==> config.mk <==
export PLATFORM = sky130hd
export DESIGN_NAME = nic8_fetch
export DESIGN_NICKNAME = d
export VERILOG_FILES = /design/src/rtl/nic8_pkg.sv /design/src/rtl/nic8_pc_counter.sv /design/src/rtl/nic8_fetch.sv
export SDC_FILE = /design/constraint.sdc
export NUM_CORES = 1
export LEC_CHECK = 0
export CAP_MARGIN = 0
export CELL_PAD_IN_SITES_DETAIL_PLACEMENT = 0
export CELL_PAD_IN_SITES_GLOBAL_PLACEMENT = 1
export CORE_MARGIN = 2
export CORE_UTILIZATION = 30
export DETAILED_ROUTE_END_ITERATION = 8
export PLACE_DENSITY = 0.87
export SLEW_MARGIN = 20
export SYNTH_ARGS = -nofsm -noshare
export SYNTH_HDL_FRONTEND = slang
export SYNTH_SLANG_ARGS = --single-unit
==> constraint.sdc <==
create_clock -name CLK1 -period 1.85 [get_ports CLK1]
set_input_delay 0.2775 -clock CLK1 [delete_from_list [all_inputs] [get_ports CLK1]]
set_output_delay 0.2775 -clock CLK1 [all_outputs]
set_load 0.02 [all_outputs]
==> src/rtl/nic8_pkg.sv <==
// Shared types and constants for the nic8 fetch stage and its ROM/RAM chip models.
package nic8_pkg;

  typedef enum logic [1:0] {
    FETCH = 2'd0,
    IMM   = 2'd1,
    EXEC  = 2'd2,
    HALT  = 2'd3
  } fetch_state_t;

  localparam int         IMM_BIT  = 7;
  localparam logic [7:0] RESET_PC = 8'h00;

  // Memory chip pins (ceb/oeb) are active-low.
  localparam logic ROM_EN_ACTIVE = 1'b0;
  localparam logic ROM_EN_IDLE   = 1'b1;

endpackage

==> src/rtl/nic8_pc_counter.sv <==
// Program counter: async clear to the reset vector, synchronous load and increment.
module nic8_pc_counter
  import nic8_pkg::*;
#(
  parameter int              PC_W      = 8,
  parameter logic [PC_W-1:0] RESET_VAL = PC_W'(RESET_PC)
) (
  input  logic            CLK1,
  input  logic            CLRB1,
  input  logic            load,
  input  logic [PC_W-1:0] load_val,
  input  logic            inc,
  output logic [PC_W-1:0] pc
);

  // A jump wins over a simultaneous increment; the increment wraps modulo 2^PC_W.
  always_ff @(posedge CLK1 or negedge CLRB1) begin
    if (!CLRB1) begin
      pc <= RESET_VAL;
    end else if (load) begin
      pc <= load_val;
    end else if (inc) begin
      pc <= pc + PC_W'(1);
    end
  end

endmodule

==> src/rtl/nic8_fetch.sv <==
// nic8 instruction fetch: drives the program ROM, latches opcode/immediate and
// hands instructions to execute over a valid/ready handshake.
module nic8_fetch
  import nic8_pkg::*;
#(
  parameter int PC_W   = 8,
  parameter int ADDR_W = 11
) (
  input  logic              CLK1,
  input  logic              CLRB1,
  output logic [ADDR_W-1:0] rom_addr,
  output logic              rom_ceb,
  output logic              rom_oeb,
  input  logic [7:0]        rom_data,
  output logic [PC_W-1:0]   pc,
  output logic [7:0]        ir,
  output logic [7:0]        imm,
  output logic              exec_valid,
  input  logic              exec_ready,
  input  logic              jump_en,
  input  logic [PC_W-1:0]   jump_addr,
  input  logic              halt_req,
  output logic              halted
);

  fetch_state_t state_reg;
  logic         rom_cycle;
  logic         handshake;
  logic         pc_load;
  logic         pc_inc;

  assign rom_cycle  = (state_reg == FETCH) || (state_reg == IMM);
  assign handshake  = (state_reg == EXEC) && exec_ready;
  assign pc_load    = handshake && jump_en;
  assign pc_inc     = rom_cycle;

  assign exec_valid = (state_reg == EXEC);
  assign halted     = (state_reg == HALT);

  // The async reset forces FETCH, so the enables must also be gated by CLRB1
  // to keep the ROM deselected while reset is held.
  assign rom_ceb  = (rom_cycle && CLRB1) ? ROM_EN_ACTIVE : ROM_EN_IDLE;
  assign rom_oeb  = (rom_cycle && CLRB1) ? ROM_EN_ACTIVE : ROM_EN_IDLE;
  assign rom_addr = {{(ADDR_W-PC_W){1'b0}}, pc};

  nic8_pc_counter #(
    .PC_W      (PC_W),
    .RESET_VAL (PC_W'(RESET_PC))
  ) u_pc (
    .CLK1     (CLK1),
    .CLRB1    (CLRB1),
    .load     (pc_load),
    .load_val (jump_addr),
    .inc      (pc_inc),
    .pc       (pc)
  );

  always_ff @(posedge CLK1 or negedge CLRB1) begin
    if (!CLRB1) begin
      state_reg <= FETCH;
      ir        <= 8'h00;
      imm       <= 8'h00;
    end else begin
      case (state_reg)
        FETCH: begin
          ir        <= rom_data;
          state_reg <= rom_data[IMM_BIT] ? IMM : EXEC;
        end
        IMM: begin
          imm       <= rom_data;
          state_reg <= EXEC;
        end
        EXEC: begin
          if (exec_ready) begin
            state_reg <= halt_req ? HALT : FETCH;
          end
        end
        HALT: begin
          state_reg <= HALT;
        end
        default: begin
          state_reg <= FETCH;
        end
      endcase
    end
  end

endmodule

==> flow_summary.json <==
{
  "run_status": "completed",
  "grt.total_usage_pct": 13.21,
  "regToRegSetupSlack_ns": 0.33,
  "cts-buffers-inserted": 3,
  "synth_warnings": 0,
  "synth_enable_flop_cells": 0,
  "cts.sink_count": 26,
  "ys_ff_latch": 26,
  "final_hold_viol_count": 0,
  "synthFlopType": "dfrtp_1",
  "post-cts-setup-buffer-count": 0,
  "maxCapViolCount": 0,
  "fmax_mhz": 568.1,
  "initial_core_util_pct": 31.34,
  "slowest_delay_ns": 0.60,
  "wl_um": 2862,
  "min-delay-path-class": "input pin to asynchronous set/reset pin",
  "worstSetupStartpointType": "flop",
  "finalWorstPathRequiredPeriod_ns": 1.760,
  "remaining_number_of_nets_flagged_by_the_antenna_check_after_routing": 0,
  "synth_area_leaders": "dfrtp_1, mux2_2, buf_4, nand2_1, nand3_1",
  "wire_per_inst_um": 13.76,
  "route.vias.total": 963,
  "pin_count_of_the_biggest_net_entering_global_routing": 27,
  "drt_pass1_iterations": 4,
  "drc_errors": 0,
  "core_sq_um": 4029,
  "top_regs": "imm (8), ir (8), u_pc.pc (8)",
  "power.static_leakage_nw": 0.7506,
  "worstPathMaxFanout": 8,
  "crit_chain": "and2_1, clkdlybuf4s50_1",
  "floorplan.rows": 23,
  "grt_overflow_total": 0,
  "number_of_h_tree_levels": 1,
  "powerDensity_nw_per_um2": 1711,
  "design_power_total_mw": 3.174,
  "route.detailed.vias_per_inst": 4.630,
  "clock_latency_late_sink_ns": 0.26,
  "critPathArrivalTime_ns": 1.48,
  "synth_cell_area_sq_um": 1262,
  "antenna-diode-count": 0,
  "power_frac_comb_pct": 54.3,
  "sequentialPowerShare_pct": 34.2,
  "fin_nets": 181,
  "finalMaxSlewViolations": 0,
  "startpoint": "state_reg[0]",
  "final_min_period_over_clock_period_pct": 95.15,
  "post-synth-top-area-cell": "dfrtp_1",
  "vias_in_the_first_global_route": 1030,
  "switchingPower_mw": 1.233,
  "cp_num_buf_inv": 1,
  "globalplace.congestion": 0.6919,
  "vdd_drop_max_mv": 0.8574,
  "multi_input_comb_area_sq_um": 498.0,
  "drt_iter0_markers": 38,
  "clk_pin_slew_worst_paths_ns": 0.09,
  "cts_max_path_buffers": 2,
  "cell_count_after_synthesis": 110,
  "clock-skew-final_ns": 0.001175,
  "clock_tree.root_cell": "clkbuf_8",
  "ys_types": 34,
  "full_die_area_sq_um": 4743,
  "critical_path.endpoint_type": "output port",
  "place.detailed.hpwl_um": 2181,
  "critPathTopFamily": "buffers and inverters",
  "layout.filler_cells": 375,
  "io_buffers": 56,
  "top_level_ports": 60,
  "cpMaxStageDelayCell": "clkdlybuf4s50_1",
  "tritoncts_clock_tree": "built",
  "cell_internal_pwr_mw": 1.941,
  "area_delta_synth_final_pct": 46.98,
  "layout-drive-gt1-share_pct": 16.46,
  "report.final.setup_viol": 0,
  "sw_frac_of_total_pct": 38.86,
  "die_w_um": 68.87,
  "critical_path.reg2reg.startpoint": "state_reg[1]",
  "seq_area_sq_um": 651.9,
  "grt_antenna_before_repair": 0,
  "synth.avg_cell_area_sq_um": 11.48,
  "yosysTopAreaCellShare_pct": 51.54,
  "clock_power_share_pct": 11.5,
  "grt_setup_unrepaired": "no",
  "synth-async-reset-ratio_pct": 100.0,
  "grt_first_pass_wirelength_um": 4650,
  "setup-tns-final_ns": 0,
  "sequential_share_of_the_synthesized_area_pct": 51.54,
  "timing_worst_setup_path_type": "flop to output port",
  "timing.critical_path.required_ns": 1.57,
  "chipHeight_um": 68.87
}
[cell usage after synthesis, types with 2 or more instances]
| cell type | n |
|---|---|
| dfrtp_1 | 26 |
| mux2_2 | 15 |
| buf_4 | 12 |
| nand2_1 | 7 |
| nand3_1 | 4 |
| nor2_1 | 4 |
| a21oi_1 | 3 |
| nand2b_1 | 3 |
| o21ai_0 | 3 |
| a31oi_1 | 2 |
| clkbuf_1 | 2 |
| inv_1 | 2 |
| nand4b_1 | 2 |
| nor2b_1 | 2 |
| o22ai_1 | 2 |
| or4_1 | 2 |
| xnor2_1 | 2 |
[power groups by stage]
stage                     registers (mW)  logic (mW)  clock network (mW)
final                               1.09        1.72               0.365
after CTS                           1.09        1.75               0.378
after floorplan                     1.38       0.676                   0
after detailed placement            1.10        1.74                   0
after global placement              1.07        1.71                   0
after global routing                1.14        1.86               0.417
[cells in the final DEF (no fill, tap or decap), drive strengths merged, types with 3 or more instances in the layout]
master	count
a21oi	3
clkbuf	4
clkdlybuf4s50	54
conb	3
dfrtp	26
mux2	15
nand2	7
nand2b	4
nand3	5
nor2	5
o21ai	3
[kinds of logic (layout without fill, tap and decap cells)]
kind of cell	after synthesis	count (layout)	share of synthesized area (%)
other	1	3	0.2970
and+or+nand+nor	31	31	14.57
AOI/OAI and AO/OA	15	15	7.532
DFF	26	26	51.54
adders and majority gates	1	1	0.9909
buffers and inverters	18	64	9.614
muxes	15	15	13.38
xor gates and xnor gates	3	3	2.082
[repair_timing]
item | 4_1_cts | 5_1_grt
hold buffers | 0 | 0
resized for setup | 1 | 2
setup endpoints to repair | 1 | 2
[cell type report]
cell class                      instances  share of cell area, %
Clock buffer                            4                  2.967
Sequential cell                        26                  35.13
Multi-Input combinational cell         68                  26.84
Inverter                                2                 0.4046
Timing Repair Buffer                   58                  31.29
Tap cell                               50                  3.372
[per-stage QoR]
stage	setup WS [ns]	area [sq um]	instances	util [%]	hold slack (ns)
detailed placement	0.05597	1794	204	44.53	0.4861
global route	0.007368	1856	208	46.06	0.4824
floorplan	0.3746	1270	112	-	-0.01809
finish	0.08972	1856	208	46.06	0.4779
global placement	0.06735	1794	204	44.53	0.4797
CTS	0.04853	1851	208	45.93	0.4815
[routing by layer]
| layer | global-route usage, % | vias up | wire, um |
|---|---|---|---|
| li1 | - | 464 | - |
| met1 | 16.14 | 447 | 1230 |
| met2 | 22.96 | 50 | 1325 |
| met3 | 4.383 | 2 | 298 |
| met4 | 2.206 | 0 | 8 |
| met5 | 0 | - | 0 |
[path summary, 6_finish.rpt]
path | to | cells after the start
max | halted | 2
min | imm[7] | 2
max reg2reg | u_pc.pc[7] | 4
min reg2reg | imm[7] | 2
max in group asynchronous | state_reg[1] | 2
min in group CLK1 | imm[7] | 2
Power figures use the tool's default switching activity.
